--- config.mk ---
export PLATFORM = sky130hd
export DESIGN_NAME = xbar_output_arbiter
export DESIGN_NICKNAME = d
export VERILOG_FILES = /design/src/rtl/xbar_output_arbiter.sv
export SDC_FILE = /design/constraint.sdc
export NUM_CORES = 1
export LEC_CHECK = 0
export ABC_AREA = 1
export ABC_CLOCK_PERIOD_IN_PS = 4000
export CAP_MARGIN = 20
export CORE_MARGIN = 4
export CORE_UTILIZATION = 35
export DETAILED_ROUTE_END_ITERATION = 12
export GPL_TIMING_DRIVEN = 0
export PLACE_DENSITY = 0.78
export SLEW_MARGIN = 10
export SYNTH_ARGS = -nofsm -noshare
export SYNTH_HDL_FRONTEND = slang
export SYNTH_SLANG_ARGS = --single-unit
--- constraint.sdc ---
create_clock -name clk_rx -period 4 [get_ports clk_rx]
set_input_delay 0.8 -clock clk_rx [delete_from_list [all_inputs] [get_ports clk_rx]]
set_output_delay 0.8 -clock clk_rx [all_outputs]
set_load 0.05 [all_outputs]
--- src/rtl/xbar_output_arbiter.sv ---
// Read-side scheduler for one crossbar output port: round-robin grant over N_IN
// FIFOs with bounded bursts, feeding a registered valid/ready output stage.
module xbar_output_arbiter #(
  parameter int N_IN      = 4,
  parameter int DATA_W    = 32,
  parameter int MAX_BURST = 4
) (
  input  logic                     clk_rx,
  input  logic                     nrst_rx,
  input  logic [N_IN-1:0]          fifo_empty,
  input  logic [N_IN*DATA_W-1:0]   fifo_rdata,
  output logic [N_IN-1:0]          fifo_pop,
  output logic                     out_valid,
  output logic [DATA_W-1:0]        out_data,
  input  logic                     out_ready,
  output logic [$clog2(N_IN)-1:0]  grant_id,
  output logic                     busy
);
  // Output handshake: a word transfers on any clock edge where out_valid and
  // out_ready are both high; out_valid/out_data hold steady until that happens.

  localparam int GW = $clog2(N_IN);
  localparam int BW = $clog2(MAX_BURST) + 1;
  localparam logic [GW:0]   N_IN_W    = (GW+1)'(N_IN);
  localparam logic [BW-1:0] LAST_BEAT = BW'(MAX_BURST - 1);

  typedef enum logic {IDLE = 1'b0, GRANT = 1'b1} state_t;

  state_t            state_q, state_d;
  logic [GW-1:0]     grant_id_q, grant_id_d;
  logic [GW-1:0]     last_grant_q, last_grant_d;
  logic [BW-1:0]     burst_cnt_q, burst_cnt_d;
  logic              out_valid_q, out_valid_d;
  logic [DATA_W-1:0] out_data_q, out_data_d;

  logic [DATA_W-1:0] rdata_arr [N_IN];
  logic [GW-1:0]     winner;
  logic              found;
  logic [GW:0]       cand_sum;
  logic              pop_fire;

  for (genvar gi = 0; gi < N_IN; gi++) begin : g_slice
    assign rdata_arr[gi] = fifo_rdata[gi*DATA_W +: DATA_W];
  end

  // First non-empty index after last_grant, wrapping modulo N_IN.
  always_comb begin
    winner   = '0;
    found    = 1'b0;
    cand_sum = '0;
    for (int i = 0; i < N_IN; i++) begin
      cand_sum = {1'b0, last_grant_q} + (GW+1)'(i + 1);
      if (cand_sum >= N_IN_W) cand_sum = cand_sum - N_IN_W;
      if (!found && !fifo_empty[cand_sum[GW-1:0]]) begin
        winner = cand_sum[GW-1:0];
        found  = 1'b1;
      end
    end
  end

  assign pop_fire = (state_q == GRANT) && !fifo_empty[grant_id_q] &&
                    (!out_valid_q || out_ready);

  always_comb begin
    fifo_pop = '0;
    if (pop_fire) fifo_pop[grant_id_q] = 1'b1;
  end

  always_comb begin
    state_d      = state_q;
    grant_id_d   = grant_id_q;
    last_grant_d = last_grant_q;
    burst_cnt_d  = burst_cnt_q;
    out_valid_d  = out_valid_q;
    out_data_d   = out_data_q;

    if (pop_fire) begin
      out_data_d  = rdata_arr[grant_id_q];
      out_valid_d = 1'b1;
    end else if (out_valid_q && out_ready) begin
      out_valid_d = 1'b0;
    end

    case (state_q)
      IDLE: begin
        if (found) begin
          grant_id_d  = winner;
          burst_cnt_d = '0;
          state_d     = GRANT;
        end
      end
      GRANT: begin
        // An empty granted FIFO is trusted as truly empty and gives up the port.
        if (fifo_empty[grant_id_q]) begin
          state_d      = IDLE;
          last_grant_d = grant_id_q;
        end else if (pop_fire) begin
          burst_cnt_d = burst_cnt_q + BW'(1);
          if (burst_cnt_q == LAST_BEAT) begin
            state_d      = IDLE;
            last_grant_d = grant_id_q;
          end
        end
      end
      default: state_d = IDLE;
    endcase
  end

  always_ff @(posedge clk_rx or negedge nrst_rx) begin
    if (!nrst_rx) begin
      state_q      <= IDLE;
      grant_id_q   <= '0;
      last_grant_q <= GW'(N_IN - 1);
      burst_cnt_q  <= '0;
      out_valid_q  <= 1'b0;
      out_data_q   <= '0;
    end else begin
      state_q      <= state_d;
      grant_id_q   <= grant_id_d;
      last_grant_q <= last_grant_d;
      burst_cnt_q  <= burst_cnt_d;
      out_valid_q  <= out_valid_d;
      out_data_q   <= out_data_d;
    end
  end

  assign out_valid = out_valid_q;
  assign out_data  = out_data_q;
  assign grant_id  = grant_id_q;
  assign busy      = (state_q == GRANT);

endmodule

==> results <==
- The worst path buffer plus inverter count is 5.
- The number of nets in the layout is 719.
- The number of diodes is 0.
- The kind of critical path is in -> out.
- Adding up every negative setup slack in the final design gives 0 ps.
- The power per unit of standard cell area is 814 nW/um^2.
- In this run the count of I/O pins placed on the die edge is 175.
- Routability-driven placement finished with a final weighted congestion of 0.824.
- The initial antenna violation count is 0.
- Traced cell by cell, the critical path runs through clkdlybuf4s50_1 > inv_1 > o22ai_1 > nor2_2 > nand3_2 > buf_6 > buf_6 > nor2_1 > clkdlybuf4s50_1.
- The leading area contributor after synthesis is sky130_fd_sc_hd__dfrtp_1.
- The count of distinct cell types in the synthesized netlist is 24.
- The clock arrives with 7.50 ps of skew.
- The aggregate global routing overflow is 0.
- The multi-input combinational cells in the finished layout cover a total of 1460 sq um.
- After detailed routing, the total wire length is 10700 um.
- The master of the slowest instance on the critical path is sky130_fd_sc_hd__clkdlybuf4s50_1.
- IR analysis of the VDD net gives a maximum drop of 0.000311 V.
- The number of port buffers is 174.
- The worst hold-check path type is in -> async.
- The mean routed wirelength per cell is 15.6 um.
- The most frequent standard cell in the layout excluding fill and tap cells is sky130_fd_sc_hd__clkdlybuf4s50_1.
- At the pin with the least slew margin, the transition time is 660 ps.
- The H-tree level count is 2.
- In this design, the largest share of critical-path delay is due to buffers and inverters.
- The first global-routing pass estimated 16200 um of wire.
- For the worst setup path, the data arrival time is 2970 ps.
- The max-slew violation count is 0.
- Detailed placement finished with a half-perimeter wire length of 8420 um.
- The Yosys step of the flow raised 0 warnings.
- The post-synthesis net count is 537.
- The number of global-route vias before repair is 3479.
- The setup-violating endpoint count in the final report is 0.
- The share of synthesized area in the top cell type comes to 36.0%.
- The clock latency reported for the late side of the worst-skew pair is 300 ps.
- The total via count after detailed routing is 3432.
- Setup repair after global routing left no endpoint under its margin.
- The type of element launching the critical path is an input pin.
- Counting the fill cells in the layout gives 675.
- The count of final hold-check violations was 0.
- The maximum clock frequency is 265 MHz.
- The post-CTS setup buffer count is 0.
- The number of sinks on the clock net is 41.
- The overall routing resource usage is 22.8%.
- From synthesis to final layout, the design area changed by 73.8%.
- With fillers left out, the area of the finished cells amounts to 4710 sq um.
- The netlist area before placement is 2710 sq um.
- The tree is rooted in a sky130_fd_sc_hd__clkbuf_8.
- TritonCTS built the clock tree.
- The run finished with clean final reports.
- In this run, CTS created clock tree buffers numbering 5.
- The number of rows in the core area is 31.
- For this run, the detailed router's first-pass iteration total came to 5.
- The cell area after placement is 4590 sq um.
- The fraction of final layout cells sized beyond drive strength 1 is 7.55%.
- In the finished design, the share of the clock period the worst path needs comes to 94.4%.
- The post-placement worst setup slack is 251 ps.
- For the worst setup path, the data required time is 3200 ps.
- The average instance area after synthesis is 6.78 sq um.
- The worst pin sits at a relative slew slack of 56.0%.
- The count of nets left with antenna violations once routing finished came out at 0.
- The library cells used most frequently in the layout, excluding fill and tap cells, are sky130_fd_sc_hd__clkdlybuf4s50_1, sky130_fd_sc_hd__nand2_1, sky130_fd_sc_hd__nand3_1, sky130_fd_sc_hd__dfrtp_1, sky130_fd_sc_hd__a21oi_1.
- The worst setup margin is 225 ps.
- The floorplan step defined a die boundary enclosing 9220 sq um.
- The y dimension of the die is 96.0 um.
- The sequential-to-total area share from yosys stat is 37.9%.
- Of all nets on the critical path, the largest fanout is 10.
- The floorplan step defined a core boundary enclosing 7410 sq um.
- Counting flops and latches in the post-synthesis netlist gives 41.
- The stage delay of the slowest cell on the critical path is 810 ps.
- The tool flagged a number of max-cap violations equal to 0.
- The worst setup path is captured at an output port.
- The minimum period implied by the final worst setup slack is 3770 ps.
- The sequential cells in the finished layout cover a total of 1030 sq um.
- The pin count of the biggest net entering global routing is 27.
- The CTS clock-pin slew for the worst setup and hold paths is 90 ps.
- The leakage power total is 0.00211 uW.
- Buffers inserted to repair hold after CTS numbered 0.
- The count of routing violations after the opening detailed-route iteration is 117.
- By area the synthesized netlist is led by sky130_fd_sc_hd__dfrtp_1, sky130_fd_sc_hd__nand2_1, sky130_fd_sc_hd__nand3_1, sky130_fd_sc_hd__a21oi_1, sky130_fd_sc_hd__o21ai_1.
- Once the clock tree was built, the resizer swapped 0 gates to a different size.
- For this run, design rule violations remaining after detail routing come to 0.
- The starting density of the core is 36.6%.
- The horizontal die dimension is 96.0 um.
- The maximum clock path buffer count is 2.
- Using the TritonRoute via totals, the vias-per-cell ratio works out to 5.03.
- The instance count of the mapped netlist is 400.
sequential cells by signal, indices dropped and copies added (netlist names):
name,cells
grant_id,2
burst_cnt_q,3
last_grant_q,2
out_data,32
busy,1
out_valid,1
cell families (layout without fill, tap and decap cells):
family | count (synthesis) | after routing | share of synthesized area, %
AND/OR/NAND/NOR | 244 | 244 | 38.3
AO/OA/AOI/OAI | 70 | 70 | 14.6
buffers and inverters | 43 | 226 | 8.26
flip-flops | 41 | 41 | 37.9
adder cells (fa/ha/maj) | 2 | 2 | 0.923
per-layer routing:
metal,global-route usage (%),vias up,wire length (um)
li1,-,1687,-
met1,25.2,1575,4070
met2,41.6,152,5320
met3,6.80,18,1100
met4,6.64,0,172
met5,0,-,0
Yosys cell counts (all sizes together):
| cell | number |
|---|---|
| nand2 | 154 |
| nand3 | 76 |
| dfrtp | 39 |
| o21ai | 34 |
| a21oi | 32 |
| inv | 18 |
| buf | 16 |
| clkbuf | 9 |
| nor2 | 8 |
| nand4 | 4 |
| dfstp | 2 |
| ha | 2 |
| o22ai | 2 |
| or2 | 2 |
| a22oi | 1 |
| o31ai | 1 |
power breakdown:
part	switching [uW]	internal (uW)	total, uW
registers	121	621	743
logic	1790	947	2740
clock network	151	203	355
path summary, 6_finish.rpt:
check | to | slack (ps) | cells after the start | from
setup / recovery | fifo_pop[2] | 230 | 9 | fifo_empty[3]
hold / removal | out_data[25] | 430 | 1 | nrst_rx
setup reg to reg | out_data[6] | 2240 | 7 | grant_id[0]
hold reg to reg | out_data[14] | 490 | 2 | out_data[14]
max in group asynchronous | out_data[7] | 3100 | 2 | nrst_rx
min in group clk_rx | out_data[14] | 490 | 2 | out_data[14]
metrics by stage:
step | util, % | total power [uW] | cells | hold slack [ps]
final | 63.6 | 3840 | 682 | 428
after global routing | 63.6 | 4130 | 682 | 443
after CTS | 63.6 | 3860 | 682 | 431
after detailed placement | 62.0 | 3500 | 674 | 469
after global placement | 61.8 | 3430 | 673 | 463
after floorplan | - | 2580 | 400 | 468
layout make-up:
cell class                 count  area share [%]
inverter                      18            1.43
timing repair buffer         175            37.3
multi-input combinational    316            31.0
clock buffer                   6            1.75
clock inverter                 2           0.797
sequential                    41            21.8
tap                           99            2.63
buffer                        25            3.32
(Power assumes the default switching activity.)
